## config.mk

```make
export PLATFORM = sky130hd
export DESIGN_NAME = aes_ct_offload_buffer
export DESIGN_NICKNAME = d
export VERILOG_FILES = /design/src/rtl/aes_ct_offload_buffer.sv
export SDC_FILE = /design/constraint.sdc
export NUM_CORES = 1
export LEC_CHECK = 0
export ABC_AREA = 1
export CORE_ASPECT_RATIO = 1.1
export CORE_MARGIN = 2
export CORE_UTILIZATION = 40
export DETAILED_ROUTE_END_ITERATION = 12
export DONT_BUFFER_PORTS = 1
export HOLD_SLACK_MARGIN = 0.08
export PLACE_DENSITY = 0.63
export SYNTH_ARGS = -nofsm -noshare
export SYNTH_HDL_FRONTEND = slang
export SYNTH_SLANG_ARGS = --single-unit
```

## constraint.sdc

```tcl
create_clock -name clk -period 15.65 [get_ports clk]
set_clock_uncertainty 0.15 [all_clocks]
set_input_delay 3.13 -clock clk [delete_from_list [all_inputs] [get_ports clk]]
set_output_delay 3.13 -clock clk [all_outputs]
set_load 0.02 [all_outputs]
```

## src/rtl/aes_ct_offload_buffer.sv

```systemverilog
// Ciphertext offload FIFO for the pipelined AES-128 core: captures 128-bit blocks
// on perform_offload and streams them out MSW-first as 32-bit valid/ready words.
module aes_ct_offload_buffer #(
    parameter int DEPTH = 4,
    parameter int CNT_W = 3
) (
    input  logic             clk,
    input  logic             rst,
    input  logic             perform_offload,
    input  logic [127:0]     ct_in,
    input  logic             out_ready,
    output logic [31:0]      out_word,
    output logic             out_valid,
    output logic             out_last,
    output logic             track_available,
    output logic [CNT_W-1:0] count,
    output logic             overflow
);

    localparam int               PTR_W    = $clog2(DEPTH);
    localparam logic [CNT_W-1:0] FULL_CNT = CNT_W'(DEPTH);

    logic [127:0]     entry [DEPTH];
    logic [PTR_W-1:0] wr_ptr;
    logic [PTR_W-1:0] rd_ptr;
    logic [1:0]       word_idx;
    logic [CNT_W-1:0] occ;
    logic             ovf;
    logic             push;
    logic             xfer;
    logic             pop;
    logic [127:0]     head;

    // Push is gated on the registered count, so a same-cycle pop never frees a slot early.
    assign track_available = (occ < FULL_CNT);
    assign out_valid       = (occ != '0);
    assign out_last        = out_valid && (word_idx == 2'd3);
    assign push            = perform_offload && track_available;
    assign xfer            = out_valid && out_ready;
    assign pop             = xfer && (word_idx == 2'd3);
    assign head            = entry[rd_ptr];
    assign count           = occ;
    assign overflow        = ovf;

    always_comb begin
        // NOTE: default first so every path assigns out_word and no latch is inferred.
        out_word = head[127:96];
        case (word_idx)
            2'd1:    out_word = head[95:64];
            2'd2:    out_word = head[63:32];
            2'd3:    out_word = head[31:0];
            default: out_word = head[127:96];
        endcase
    end

    // NOTE: storage is deliberately left out of reset; occ gates every read of it.
    always_ff @(posedge clk) begin
        if (push) begin
            entry[wr_ptr] <= ct_in;
        end
    end

    // NOTE: non-blocking assignments so all state updates see pre-edge values.
    always_ff @(posedge clk or negedge rst) begin
        if (!rst) begin
            wr_ptr   <= '0;
            rd_ptr   <= '0;
            word_idx <= '0;
            occ      <= '0;
            ovf      <= 1'b0;
        end else begin
            if (push) begin
                wr_ptr <= wr_ptr + 1'b1;
            end
            if (xfer) begin
                word_idx <= word_idx + 2'd1;
            end
            if (pop) begin
                rd_ptr <= rd_ptr + 1'b1;
            end
            case ({push, pop})
                2'b10:   occ <= occ + 1'b1;
                2'b01:   occ <= occ - 1'b1;
                default: occ <= occ;
            endcase
            if (perform_offload && !track_available) begin
                ovf <= 1'b1;
            end
        end
    end

endmodule
```

==> results of run 1 <==
==> worst max-delay path, cell delays in order, from the launching register on <==
cell and delay [ns]:
dfrtp_4 0.72, inv_8 0.68, buf_4 0.80, nand2_1 0.11
nand3_1 0.11, nand3_1 0.10, nand2_1 0.11, nor2_1 0.05
nor2_1 0.42
==> cells in the final DEF (no fill, tap or decap), drive strengths merged <==
cell	n
nand2	580
edfxtp	512
inv	274
nand3	225
nor2	167
clkbuf	69
o21ai	66
o22ai	32
clkinv	19
buf	12
dfrtp	10
ha	9
xor2	5
a21oi	3
bufinv	2
diode	1
a31oi	1
xnor2	1
a21o	1
fa	1
clkinvlp	1
==> kinds of logic after synthesis <==
logic type               Yosys count  share of synthesized area, %
adder cells (fa/ha/maj)           10                         0.604
AND/OR/NAND/NOR                  972                          17.9
XOR/XNOR                           6                         0.239
buffers and inverters            373                          7.49
AO/OA/AOI/OAI                    103                          2.55
flip-flops                       522                          71.2
==> routing by layer <==
metal	vias up	wire, microns	global-route usage, %
li1	6451	-	-
met1	6640	21100	23.8
met2	438	26800	32.4
met3	81	5170	6.40
met4	2	1510	5.96
met5	-	15	0
==> area by class of cell <==
type | instances | area (sq um)
Clock buffer | 69 | 1430
Tap cell | 736 | 921
Clock inverter | 24 | 176
Multi-Input combinational cell | 1091 | 4710
Fill cell | 5002 | 30500
Timing Repair Buffer | 12 | 140
Sequential cell | 522 | 15600
Antenna cell | 1 | 2.50
Inverter | 272 | 1030
==> state kept, by name, indices dropped and copies added (netlist names) <==
| register | count |
|---|---|
| count | 3 |
| entry | 512 |
| overflow | 1 |
| rd_ptr | 2 |
| word_idx | 2 |
| wr_ptr | 2 |
==> path summary, 6_finish.rpt <==
kind / from / to / slack, ns
min: overflow / overflow / 0.45
max reg2reg: count[2] / entry[3][124] / 11.98
max: rd_ptr[0] / out_word[19] / 8.41
min in group asynchronous: rst / count[1] / 2.08
min reg2reg: overflow / overflow / 0.45
max in group asynchronous: rst / rd_ptr[0] / 13.19
==> power by group <==
| part | switching (mW) | internal [mW] |
|---|---|---|
| Combinational | 1.19 | 0.371 |
| Clock | 0.509 | 0.671 |
| Sequential | 0.0687 | 1.73 |
==> per-stage QoR <==
stage | utilization (%) | instance area [sq um]
6_report | 44.1 | 24000
5_1_grt | 44.1 | 24000
4_1_cts | 44.1 | 24000
3_5_place_dp | 41.2 | 22400
3_3_place_gp | 41.2 | 22400
2_1_floorplan | - | 21900
==> results_dict.tcl, run 1 <==
set metrics [dict create \
    outcome "completed" \
    setup_viol 0 \
    cts_buffers 52 \
    floorplan.rows 90 \
    synth_seq_area_share_pct 71.2 \
    path_class "reg -> out" \
    synth_flop_cell "edfxtp_1" \
    clk_latency_ns 0.59 \
    r2r_cells 5 \
    initial_utilization_pct 40.3 \
    cts_resized 0 \
    place_hpwl_microns 32000 \
    hold_path.class "reg -> reg" \
    path_clk_slew_ns 0.06 \
    post-place-ws_ns 9.08 \
    core-area_sq_um 54500 \
    start_kind "flop" \
    leakage_nw 9.56 \
    synth_seq_cells 522 \
    syn-num-nets 2128 \
    cts.root.buffer_cell "clkbuf_16" \
    area_growth_pct 9.57 \
    holdBufCountCts 0 \
    max_freq_ghz 0.138 \
    rsz0062_at_grt "no" \
    post-route-min-period_ns 7.24 \
    crit_path_end_kind "primary output" \
    dp_cells 2633 \
    relSlewSlack_pct 23.3 \
    cts_sinks 522 \
    synthArstFlopShare_pct 1.92 \
    finalCritPeriodShare_pct 46.2 \
    powerDensity_nw_per_um2 189 \
    maxCapViolations 0 \
    worstMarginPinSlew_ns 1.15 \
    synth.area.top_cells "edfxtp_1 70%, nand2_1 9.9%, nand3_1 5.1%" \
    cp.required_ns 12.37 \
    synth_cell_type_count 22 \
    drc 0 \
    grt_pass1_vias 13400 \
    drt_iter0_drc 986 \
    clockBufferDepth 3 \
    overflow 0 \
    hold_depth 1 \
    synth_top_area_share_pct 70.1 \
    port_buffers 0 \
    drt-total-wl_microns 54600 \
    power.total_mw 4.55 \
    peakVddDrop_mv 0.136 \
    synthCells 1986 \
    setup_ws_ns 8.41 \
    synth_top_cell_by_area "edfxtp_1" \
    post_cts_buffers 0 \
    grt_max_degree 209 \
    drv_slew 0 \
    antenna_left 0 \
    synth_most_common_cell "nand2_1" \
    drive_gt1_share_pct 4.57 \
    pin_count 171 \
    die_w_microns 227 \
    die_height_microns 250 \
    grt_usage_pct 19.4 \
    setup_tns_ns 0 \
    crit_fanout 179 \
    vias 13600 \
    ys_warn_count 0 \
    synth_edf_count 512 \
    firstDrtPassIters 5 \
    cts-htree-levels 2 \
    cts_tree "done" \
    wl_per_cell_microns 20.0 \
    antenna_found_initial 3 \
    dieArea_sq_um 56700 \
    nets 2093 \
    synth.cell_area_sq_um 21900 \
    stdcell_count 2727 \
    holdWs_ns 0.450 \
    arrival_ns 3.96 \
    gp_congestion 0.754 \
    viasPerCell 4.99 \
    grt_pass1_wl_microns 81700 \
    synth_top_cells_by_count "580 x nand2_1, 512 x edfxtp_1, 269 x inv_1, 225 x nand3_1, 167 x nor2_1" \
    syn_avg_cell_area_sq_um 11.0 \
    finalHoldViolCount 0 \
]
No activity file was read; power rests on OpenSTA's default activity.
==> inputs of run 2 (changes only) <==
--- a/config.mk
+++ b/config.mk
@@ -12,7 +12,7 @@
 export DETAILED_ROUTE_END_ITERATION = 12
 export DONT_BUFFER_PORTS = 1
 export HOLD_SLACK_MARGIN = 0.08
-export PLACE_DENSITY = 0.63
+export PLACE_DENSITY = 0.65
 export SYNTH_ARGS = -nofsm -noshare
 export SYNTH_HDL_FRONTEND = slang
 export SYNTH_SLANG_ARGS = --single-unit
==> constraint.sdc (replaced) <==
create_clock -name clk -period 6.21 [get_ports clk]
set_clock_uncertainty 0.15 [all_clocks]
set_input_delay 1.242 -clock clk [delete_from_list [all_inputs] [get_ports clk]]
set_output_delay 1.242 -clock clk [all_outputs]
set_load 0.02 [all_outputs]
==> run 2 against run 1 <==
Effect of this change:
- power rose to 2.5 times the previous value
- cell count rose by 1.1%
- global-route usage rose by 0.36 points
- register-to-register slack got worse by 9.0 ns
- first-iteration DRC count rose by 16%
- via count rose by 0.45%
- non-clock buffer count rose by 8
- sequential power rose to 2.5 times the previous value
- critical path type unchanged
- largest power group unchanged
==> results_dict.tcl, run 2 (synthesis gave the netlist of run 1 again) <==
set metrics [dict create \
    seq_area_sq_um 15600 \
    relSlewSlack_pct 26.2 \
    reg2reg_slack_ns 2.96 \
    pin_count 171 \
    start_kind "flop" \
    largest_reg_flops 512 \
    post-place-ws_ns 1.88 \
    worst-path-buf-inv 2 \
    r2r_start "count[2]" \
    max_freq_ghz 0.201 \
    grt_pass1_wl_microns 82800 \
    leakage_nw 9.61 \
    cts.root.buffer_cell "clkbuf_16" \
    r2r_cells 4 \
    gp_congestion 0.773 \
    initial_utilization_pct 40.3 \
    drv_slew 0 \
    vias 13700 \
    critPathSlowestCell "inv_4" \
    setup_ws_ns 1.23 \
    hold_path.class "in -> async" \
    post_cts_buffers 0 \
    crit_path_end_kind "primary output" \
    die_height_microns 250 \
    nets 2102 \
    cts_buffers 53 \
    finalCritPeriodShare_pct 80.2 \
    place_hpwl_microns 34300 \
    grt_pass1_vias 13300 \
    core-area_sq_um 54500 \
    firstDrtPassIters 5 \
    dieArea_sq_um 56700 \
    drt_iter0_drc 1141 \
    path_class "reg -> out" \
    clk_latency_ns 0.59 \
    floorplan.rows 90 \
    cp_top_family "buffers and inverters" \
    cts_sinks 522 \
    finalHoldViolCount 0 \
    clockBufferDepth 3 \
    grt_usage_pct 19.8 \
    power.total_mw 11.5 \
    path_clk_slew_ns 0.06 \
    peakVddDrop_mv 0.385 \
    drc 0 \
    viasPerCell 4.96 \
    cp.required_ns 4.82 \
    cpMostUsedCell "nand2_1" \
    maxCapViolations 0 \
    cpPeakStageDelay_ns 0.77 \
    overflow 0 \
    die_w_microns 227 \
    cts-htree-levels 2 \
    antenna_left 0 \
    grt_max_degree 131 \
    drive_gt1_share_pct 5.00 \
    area_growth_pct 10.1 \
    final_cell_mix "580 x nand2_1, 512 x edfxtp_1, 269 x inv_1" \
    outcome "completed" \
    wl_per_cell_microns 20.4 \
    crit_fanout 65 \
    rsz0062_at_grt "no" \
    fill_cells 5005 \
    dp_cells 2641 \
    layout_commonest_cell "nand2_1" \
    post-route-min-period_ns 4.98 \
    cts_resized 0 \
    cp_cell_sequence "inv_4, buf_4, nand3_1, nand2_1, nand2_1, nand2_1, nor2_1, nor2_1" \
    setup_viol 0 \
    antenna_found_initial 5 \
    holdBufCountCts 0 \
    multi_input_area_sq_um 4710 \
    stdcell_count 2758 \
    port_buffers 0 \
    arrival_ns 3.59 \
    r2r-end "entry[2][33]" \
    powerDensity_nw_per_um2 476 \
    drt-total-wl_microns 56200 \
    worstMarginPinSlew_ns 1.11 \
    holdWs_ns 0.194 \
    top_register "entry" \
    cts_tree "done" \
]
run 2: area by class of cell:
class                      count  share of cell area, %
multi-input combinational   1091                   19.5
inverter                     272                   4.27
antenna                       20                  0.207
clock buffer                  66                   5.87
timing repair buffer          20                  0.725
sequential                   522                   64.7
clock inverter                31                  0.901
tap                          736                   3.81
run 2: how the worst max path moves through the flow:
stage	start	end	slack (ns)	cells past startpoint
final	rd_ptr[1]	out_word[6]	1.23	8
after global routing	rd_ptr[1]	out_word[5]	1.11	6
after CTS	rd_ptr[1]	out_word[6]	1.23	8
after detailed placement	rd_ptr[1]	out_word[6]	1.88	8
after global placement	rd_ptr[1]	out_word[6]	1.84	8
after floorplan	perform_offload	entry[0][0]	-1.31	2
run 2: through the flow:
stage	area (sq um)	TNS (ns)	util, %
final	24200	0	44.3
after global routing	24100	0	44.3
after CTS	24100	0	44.2
after detailed placement	22500	0	41.2
after global placement	22500	0	41.2
after floorplan	21900	-671.59	-
run 2: worst register-to-register path: cells and delay by family (launching register included):
| family | cells | cell delay [ns] |
|---|---|---|
| DFF | 1 | 0.47 |
| and+or+nand+nor | 2 | 1.22 |
| buffers and inverters | 2 | 1.00 |
run 2: routing by layer:
metal  routed length [microns]  vias to the layer above  GRT usage, %
li1                          -                     6492             -
met1                     21500                     6654          23.8
met2                     28000                      439          32.8
met3                      5080                       88          5.92
met4                      1650                        0          8.50
met5                         0                        -             0
run 2: power by group:
| group | total (mW) | internal [mW] | switching (mW) |
|---|---|---|---|
| clock network | 3.03 | 1.73 | 1.29 |
| logic | 3.90 | 0.937 | 2.97 |
| registers | 4.56 | 4.36 | 0.200 |
| total | 11.5 | 7.03 | 4.46 |
